### config.mk
export PLATFORM = sky130hd
export DESIGN_NAME = ram_arbiter
export DESIGN_NICKNAME = d
export VERILOG_FILES = /design/src/rtl/ram_arbiter.sv
export SDC_FILE = /design/constraint.sdc
export NUM_CORES = 1
export LEC_CHECK = 0
export ABC_AREA = 0
export CORE_MARGIN = 2
export CORE_UTILIZATION = 40
export DETAILED_ROUTE_END_ITERATION = 10
export PLACE_DENSITY = 0.82
export SYNTH_ARGS = -nofsm -noshare
export SYNTH_HDL_FRONTEND = slang
export SYNTH_SLANG_ARGS = --single-unit
### constraint.sdc
create_clock -name clk -period 4.3 [get_ports clk]
set_input_delay 1.29 -clock clk [delete_from_list [all_inputs] [get_ports clk]]
set_output_delay 1.29 -clock clk [all_outputs]
set_load 0.02 [all_outputs]
### src/rtl/ram_arbiter.sv
// Two-port round-robin arbiter that sequences read/write commands onto the
// 32x8 single-port lab RAM and returns read data with a one-cycle rvalid pulse.
module ram_arbiter #(
  parameter int unsigned ADDR_W = 5,
  parameter int unsigned DATA_W = 8
) (
  input  logic              clk,
  input  logic              rst_n,
  input  logic              req0,
  input  logic              we0,
  input  logic [ADDR_W-1:0] addr0,
  input  logic [DATA_W-1:0] wdata0,
  output logic              gnt0,
  output logic              rvalid0,
  output logic [DATA_W-1:0] rdata0,
  input  logic              req1,
  input  logic              we1,
  input  logic [ADDR_W-1:0] addr1,
  input  logic [DATA_W-1:0] wdata1,
  output logic              gnt1,
  output logic              rvalid1,
  output logic [DATA_W-1:0] rdata1,
  output logic              ram_w,
  output logic [ADDR_W-1:0] ram_waddr,
  output logic [DATA_W-1:0] ram_wdata,
  output logic [ADDR_W-1:0] ram_raddr,
  input  logic [DATA_W-1:0] ram_rdata,
  output logic              busy
);

  logic last;
  logic rd0, rd1;
  logic elig0, elig1;
  logic win0, win1;

  // A requester granted this cycle is masked: it only drops req after seeing gnt.
  always_comb begin
    elig0 = req0 & ~gnt0;
    elig1 = req1 & ~gnt1;
    win0  = elig0 & (~elig1 | last);
    win1  = elig1 & (~elig0 | ~last);
  end

  always_ff @(posedge clk) begin
    if (!rst_n) begin
      last      <= 1'b1;
      gnt0      <= 1'b0;
      gnt1      <= 1'b0;
      busy      <= 1'b0;
      ram_w     <= 1'b0;
      ram_waddr <= '0;
      ram_wdata <= '0;
      ram_raddr <= '0;
      rd0       <= 1'b0;
      rd1       <= 1'b0;
      rvalid0   <= 1'b0;
      rvalid1   <= 1'b0;
      rdata0    <= '0;
      rdata1    <= '0;
    end else begin
      gnt0  <= win0;
      gnt1  <= win1;
      busy  <= win0 | win1;
      ram_w <= (win0 & we0) | (win1 & we1);
      rd0   <= win0 & ~we0;
      rd1   <= win1 & ~we1;

      if (win0) begin
        last <= 1'b0;
        if (we0) begin
          ram_waddr <= addr0;
          ram_wdata <= wdata0;
        end else begin
          ram_raddr <= addr0;
        end
      end else if (win1) begin
        last <= 1'b1;
        if (we1) begin
          ram_waddr <= addr1;
          ram_wdata <= wdata1;
        end else begin
          ram_raddr <= addr1;
        end
      end

      // Read data is captured at the edge that ends the issue cycle.
      rvalid0 <= rd0;
      rvalid1 <= rd1;
      if (rd0) rdata0 <= ram_rdata;
      if (rd1) rdata1 <= ram_rdata;
    end
  end

endmodule

==> metrics, run 1 <==
Num CTS Buffers=5; Synth Cell Area=0.001774 mm²; vias in the first global route=1645; Rows=24; max-slew violation count=0; Tot Pwr=1.025 mW; worst-margin pin slew=0.9726 ns; crit path cell chain=clkdlybuf4s50_1 -> nand3b_1 -> a22o_4 -> a311oi_1; Initial Utilization=41.03%; Distinct cells, synth=26; ANT nets after route=0; First DRT Iteration DRCs=127; multi-input logic area=825.8 µm²; All-Layer GR Usage=19.31%; number of fillers in the final layout=373; CP Launch Type=input port; Hold-fix buffers, CTS=0; relative slew slack=35.03%; first drt pass iteration count=5; port bufs=79; Critical Path AT=3.27 ns; CP startpoint=req0; Setup TNS=0 ns; status=finished clean; number of remaining DRC errors=0; clk_lat worst skew=0.29 ns; Syn-to-layout area delta=51.83%; root buffer cell=clkbuf_8; total die area=0.004984 mm²; chip height=70.60 µm; initial antenna violation count=0; I/O pin count=80; Synth warnings=0; sequential share of the synthesized area=48.52%; CP Class=input port to flop; MaxCap Viol Count=0; crit path max fanout=21; nets@finish=289; clk_skew=0.004654 ns; Final Hold Fails=0; slowest CP cell=nand3b_1; grt total ovfl=0; Antenna diodes=0; fmax=325.8 MHz; core box area=0.004324 mm²; CTS tree=yes; Sink Count=43; crit path buf inv count=1; worst-case register-to-register setup slack=2.38 ns; hold path start=rdata0[0]; CP top delay family=compound AO/OA/AOI/OAI gates; WP data required=4.50 ns; Max IR drop VDD=0.0002391 V; die width=70.60 µm; largest net degree at the start of global routing=38; final wirelength=4816 µm; Tmin final=3.069 ns; final setup vio count=0; total area of sequential cells=860.8 µm²; CTS clk-pin slew, worst paths=0.08 ns; post-CTS sizing=0; total vias in the final route=1718; CP Capture Type=flop; first-pass GRT wire length=7845 µm; Pwr Density=380.4 mW/mm²; Pleak=0.9284 nW; HP Class=flop to flop; Seq cells post-synth=43; Post-DP HPWL=3359 µm; layout cell share with drive strength beyond 1=4.400%; setup repair bufs after CTS=0; Placer Congestion=0.7859; origin of the critical flop-to-flop path=gnt0; Mapped Cells=180; ratio of final minimum period to clock period=71.37%; CP peak stage delay=0.60 ns; vias per cell=5.689; Max clock buf depth=2; syn nets=220; Routed WL per cell=15.95 µm; level count of the clock H-tree=2; Synth Area per Inst=9.857 µm²; RSZ-0062 raised after global routing=false
worst register-to-register path, cell delays in order (launching register included):
cell and delay (ns):
dfxtp_1 0.34, nand3b_1 0.66, a22o_4 0.56, a311oi_1 0.28
stage by stage:
| step | setup WS [ns] | std cells | cell area (µm²) | util, % | hold WS, ns |
|---|---|---|---|---|---|
| 2_1_floorplan | 1.890 | 180 | 1774 | - | 0.4765 |
| 5_1_grt | 1.119 | 302 | 2694 | 62.30 | 0.5338 |
| 4_1_cts | 1.255 | 302 | 2694 | 62.30 | 0.5057 |
| 6_report | 1.231 | 302 | 2694 | 62.30 | 0.4995 |
| 3_5_place_dp | 0.9465 | 294 | 2561 | 59.23 | 0.4860 |
| 3_3_place_gp | 1.025 | 294 | 2561 | 59.23 | 0.4731 |
cell type report:
class / instances / share of cell area (%)
sequential: 43 / 31.96
timing repair buffer: 81 / 29.91
clock inverter: 2 / 2.229
multi-input combinational: 117 / 30.65
inverter: 1 / 0.1393
tap: 52 / 2.415
clock buffer: 6 / 2.694
path summary, 6_finish.rpt:
| check | cells past startpoint | endpoint |
|---|---|---|
| min reg2reg | 2 | rdata0[0] |
| max reg2reg | 3 | ram_waddr[3] |
| max | 4 | ram_waddr[3] |
| min | 2 | rdata0[0] |
logic make-up (layout without fill, tap and decap cells):
kind of cell           count (synthesis)  count (layout)  share of synthesized area, %
muxes                                 16              16                         9.027
and+or+nand+nor                       49              49                         14.32
AOI/OAI and AO/OA                     52              52                         23.20
buffers and inverters                 20              90                         4.936
DFF                                   43              43                         48.52
power breakdown:
part	switching [mW]	internal, mW
registers	0.0183	0.425
clock network	0.132	0.232
logic	0.106	0.111
synth_stat cells (all sizes together):
cell type | count | area [µm²]
dfxtp | 43 | 860.8
a221oi | 18 | 157.7
a311oi | 18 | 157.7
nor2 | 18 | 67.56
mux2i | 16 | 160.2
nand3 | 13 | 65.06
o21ai | 13 | 65.06
clkbuf | 12 | 45.04
buf | 7 | 38.79
and2 | 3 | 18.77
nor2b | 3 | 18.77
nor3b | 3 | 22.52
a22o | 2 | 26.28
and3b | 2 | 17.52
a21oi | 1 | 5.000
and3 | 1 | 6.260
inv | 1 | 3.750
nand2 | 1 | 3.750
nand2b | 1 | 6.260
nand3b | 1 | 7.510
nor3 | 1 | 5.000
nor4 | 1 | 6.260
or3b | 1 | 8.760
routing by layer:
layer	up-vias	global-route usage [%]	wire length (µm)
li1	830	-	-
met1	822	25.94	2015
met2	61	32.70	2494
met3	5	2.137	252
met4	0	6.289	53
met5	-	0	0
sequential cells by signal, indices dropped and copies added (netlist names), 5 cells and up:
signal     flops
ram_wdata      8
rdata1         8
rdata0         8
ram_waddr      5
ram_raddr      5
layout by cell type, fill, tap and decap left out, drive strengths merged, types with 3 or more instances in the layout:
cell type and n:
a221oi 18, a311oi 18, and2 3, clkbuf 6
clkdlybuf4s50 79, dfxtp 43, mux2i 16, nand3 13
nor2 18, nor2b 3, nor3b 3, o21ai 13
(Power assumes the default switching activity.)
==> inputs of run 2 (changes only) <==
==> constraint.sdc (replaced) <==
create_clock -name clk -period 3.2 [get_ports clk]
set_input_delay 0.96 -clock clk [delete_from_list [all_inputs] [get_ports clk]]
set_output_delay 0.96 -clock clk [all_outputs]
set_load 0.02 [all_outputs]
==> metrics, run 2 (synthesis gave the netlist of run 1 again) <==
number of remaining DRC errors=0; first-pass GRT wire length=8010 µm; slowest CP cell=clkdlybuf4s50_1; ANT nets after route=0; clk_skew=0.003633 ns; Final Hold Fails=0; Sink Count=43; wl on met1=2143 µm; Sequential Power Share=48.0%; clk_lat worst skew=0.29 ns; Finished Layout Cells=307; Post-DP HPWL=3461 µm; core box area=0.004324 mm²; CP Capture Type=flop; MaxCap Viol Count=0; Sw Ratio=27.89%; layout cell share with drive strength beyond 1=6.667%; final wirelength=5086 µm; CTS clk-pin slew, worst paths=0.08 ns; HP Class=flop to flop; CP Launch Type=input port; crit path max fanout=16; most frequent cells in the layout=clkdlybuf4s50_1 (79), dfxtp_1 (43), nor2_1 (18), a221oi_1 (18), a311oi_1 (18); die width=70.60 µm; Critical Path AT=2.70 ns; setup repair bufs after CTS=0; Pwr Density=461.5 mW/mm²; CTS tree=yes; nets@finish=295; All-Layer GR Usage=19.95%; final setup vio count=0; WP data required=3.35 ns; most common cell after layout, fill and taps aside=clkdlybuf4s50_1; Syn-to-layout area delta=51.83%; final core utilization=62.30%; largest net degree at the start of global routing=38; grt total ovfl=0; total die area=0.004984 mm²; number of fillers in the final layout=391; Met3 Routed Length=239 µm; crit path cell chain=clkdlybuf4s50_1 -> or3b_1 -> buf_4 -> a221oi_1 -> a311oi_1; Pint=896.6 µW; fmax=392.9 MHz; I/O pin count=80; Final Instance Area=0.002694 mm²; worst-margin pin slew=0.6260 ns; initial antenna violation count=0; root buffer cell=clkbuf_8; Max clock buf depth=2; multi-input logic area=825.8 µm²; vias in the first global route=1632; total vias in the final route=1791; Rows=24; status=finished clean; port bufs=79; Met2 Wirelength=2583 µm; Placer Congestion=0.8018; Inst Count DP=300; relative slew slack=58.20%; Pleak=0.9387 nW; max-slew violation count=0; Clk network pwr share=27.6%; level count of the clock H-tree=2; Antenna diodes=0; CP Class=input port to flop; Routed WL per cell=16.57 µm; placed instance area=0.002606 mm²; Hold-fix buffers, CTS=0; Setup TNS=0 ns; biggest regs=ram_wdata: 8 flops, rdata0: 8 flops, rdata1: 8 flops; vias per cell=5.834; Logic pwr share=24.4%; Num CTS Buffers=5; first drt pass iteration count=4; chip height=70.60 µm; Max Used Layer=met4; RSZ-0062 raised after global routing=false; total area of sequential cells=860.8 µm²; post-CTS sizing=0; switching power=346.7 µW; Max IR drop VDD=0.0002339 V; CP peak stage delay=0.53 ns; First DRT Iteration DRCs=132; ratio of final minimum period to clock period=79.54%; Initial Utilization=41.03%; Tmin final=2.545 ns
## run 2: cell types whose count changed in the layout (fill, tap and decap cells not counted)
| cell | before | now |
|---|---|---|
| buf_4 | 2 | 8 |
| bufinv_16 | 2 | 0 |
| clkbuf_1 | 1 | 0 |
| clkbuf_8 | 5 | 6 |
| clkinv_2 | 0 | 1 |
## run 2: routing by layer
| layer | global-route usage, % | vias up |
|---|---|---|
| met1 | 26.88 | 870 |
| met4 | 9.644 | 0 |
| li1 | - | 845 |
| met3 | 2.564 | 10 |
| met5 | 0 | - |
| met2 | 31.87 | 66 |
## run 2: path summary, 6_finish.rpt
| check | from | to | slack [ns] | cells past startpoint |
|---|---|---|---|---|
| min reg2reg | rdata0[0] | rdata0[0] | 0.50 | 2 |
| min | rdata0[0] | rdata0[0] | 0.50 | 2 |
| max reg2reg | gnt1 | ram_wdata[3] | 1.50 | 4 |
| max | req1 | ram_wdata[3] | 0.65 | 5 |
## run 2: through the flow
stage                     power, mW  hold slack [ns]  setup WS [ns]
after CTS                     1.249           0.5012         0.6554
final                         1.243           0.4981         0.6546
after global routing          1.290           0.5277         0.5289
after floorplan              0.7602           0.4765          1.120
after global placement       0.9034           0.4733         0.4474
after detailed placement     0.9087           0.4826         0.3718
## run 2: worst max-delay path, delay by kind of cell
| family | cells | cell delay [ns] |
|---|---|---|
| buffers and inverters | 2 | 0.80 |
| and+or+nand+nor | 1 | 0.53 |
| AOI/OAI and AO/OA | 2 | 0.40 |
## run 2: power groups by stage
stage                     clock network [mW]  logic (mW)  registers, mW
after floorplan                            0       0.118          0.643
after global placement                     0       0.296          0.608
after detailed placement                   0       0.301          0.608
after CTS                              0.350       0.303          0.596
after global routing                   0.367       0.323          0.600
final                                  0.344       0.303          0.596
## run 2: final cells by class
class	count	share of cell area [%]
Clock buffer	6	3.065
Clock inverter	1	0.1858
Inverter	1	0.1393
Multi-Input combinational cell	117	30.65
Sequential cell	43	31.96
Tap cell	52	2.415
Timing Repair Buffer	87	31.58
==> inputs of run 3 (changes only) <==
==> constraint.sdc (replaced) <==
create_clock -name clk -period 2.57 [get_ports clk]
set_input_delay 0.771 -clock clk [delete_from_list [all_inputs] [get_ports clk]]
set_output_delay 0.771 -clock clk [all_outputs]
set_load 0.02 [all_outputs]
==> metrics, run 3 (synthesis gave the netlist of run 1 again) <==
layout cell share with drive strength beyond 1=6.977%; Pleak=0.9511 nW; status=finished clean; chip height=70.60 µm; Antenna diodes=0; Inst Count DP=302; setup repair bufs after CTS=0; Post-DP HPWL=3588 µm; most common cell after layout, fill and taps aside=clkdlybuf4s50_1; nets@finish=297; clk_lat worst skew=0.29 ns; pre-CTS setup slack=0.07879 ns; final core utilization=62.79%; crit path max fanout=22; root buffer cell=clkbuf_8; Max IR drop VDD=0.0003456 V; Tmin final=2.224 ns; Finished Layout Cells=310; worst-margin pin slew=0.6351 ns; Tot Pwr=1.530 mW; number of fillers in the final layout=386; grt total ovfl=0; Sink Count=43; All-Layer GR Usage=21.15%; max-slew violation count=0; total vias in the final route=1767; initial antenna violation count=0; Critical Path AT=2.37 ns; Worst R2R Path Depth=4; post-CTS sizing=0; First DRT Iteration DRCs=232; Setup TNS=0 ns; slowest CP cell=clkdlybuf4s50_1; vias per cell=5.700; MaxCap Viol Count=0; crit path cell chain=clkdlybuf4s50_1 -> or3b_1 -> buf_12 -> a221oi_1 -> a311oi_1; vias in the first global route=1674; setup ws final=0.3462 ns; CP peak stage delay=0.52 ns; Initial Utilization=41.03%; Routed WL per cell=16.68 µm; relative slew slack=57.60%; first drt pass iteration count=4; Final Hold Fails=0; most frequent cells in the layout=clkdlybuf4s50_1 (79), dfxtp_1 (43), nor2_1 (18), a221oi_1 (18), a311oi_1 (18); first-pass GRT wire length=8314 µm; HP Class=flop to flop; ratio of final minimum period to clock period=86.53%; CTS clk-pin slew, worst paths=0.08 ns; Pwr Density=563.6 mW/mm²; Min-Delay Path Depth=2; Hold WS=0.4999 ns; die width=70.60 µm; Final Instance Area=0.002715 mm²; fmax=449.7 MHz; CP Launch Type=input port; Rows=24; Syn-to-layout area delta=53.03%; ANT nets after route=0; final setup vio count=0; CP Capture Type=flop; Num CTS Buffers=5; WP data required=2.72 ns; RSZ-0062 raised after global routing=false; biggest regs=ram_wdata: 8 flops, rdata0: 8 flops, rdata1: 8 flops; CP Class=input port to flop; Hold-fix buffers, CTS=0; number of remaining DRC errors=0; total die area=0.004984 mm²; largest net degree at the start of global routing=38; final wirelength=5170 µm; placed instance area=0.002634 mm²; CTS tree=yes; Placer Congestion=0.7925; level count of the clock H-tree=2; core box area=0.004324 mm²; port bufs=79; clk_skew=0.002456 ns; I/O pin count=80; Max clock buf depth=2
## run 3: worst max-delay path, delay by kind of cell
family / cells / cell delay, ns
compound gates: 2 / 0.39
buf+inv: 2 / 0.73
simple gates: 1 / 0.48
## run 3: path summary, 6_finish.rpt
kind	start	endpoint	slack, ns
setup / recovery	req1	ram_wdata[4]	0.35
hold / removal	rdata0[0]	rdata0[0]	0.50
setup reg to reg	gnt1	ram_wdata[4]	0.99
hold reg to reg	rdata0[0]	rdata0[0]	0.50
## run 3: layer usage
metal  vias to the layer above  GRT usage [%]  wire length (µm)
li1                        848              -                 -
met1                       828          27.69              2119
met3                        11          3.561               303
met2                        80          33.54              2607
met4                         0          11.32               139
met5                         -              0                 0
## run 3: layout make-up
| type | instances | area (µm²) | share of cell area [%] |
|---|---|---|---|
| Timing Repair Buffer | 89 | 878.3 | 32.35 |
| Sequential cell | 43 | 860.8 | 31.71 |
| Multi-Input combinational cell | 117 | 825.8 | 30.41 |
| Clock buffer | 7 | 76.32 | 2.811 |
| Tap cell | 52 | 65.06 | 2.396 |
| Clock inverter | 1 | 5.005 | 0.1843 |
| Inverter | 1 | 3.754 | 0.1382 |
## run 3: where the power goes
part | internal, mW | switching [mW] | total [mW]
clock network | 0.191 | 0.216 | 0.407
registers | 0.711 | 0.0314 | 0.743
logic | 0.198 | 0.182 | 0.381
total | 1.10 | 0.430 | 1.53
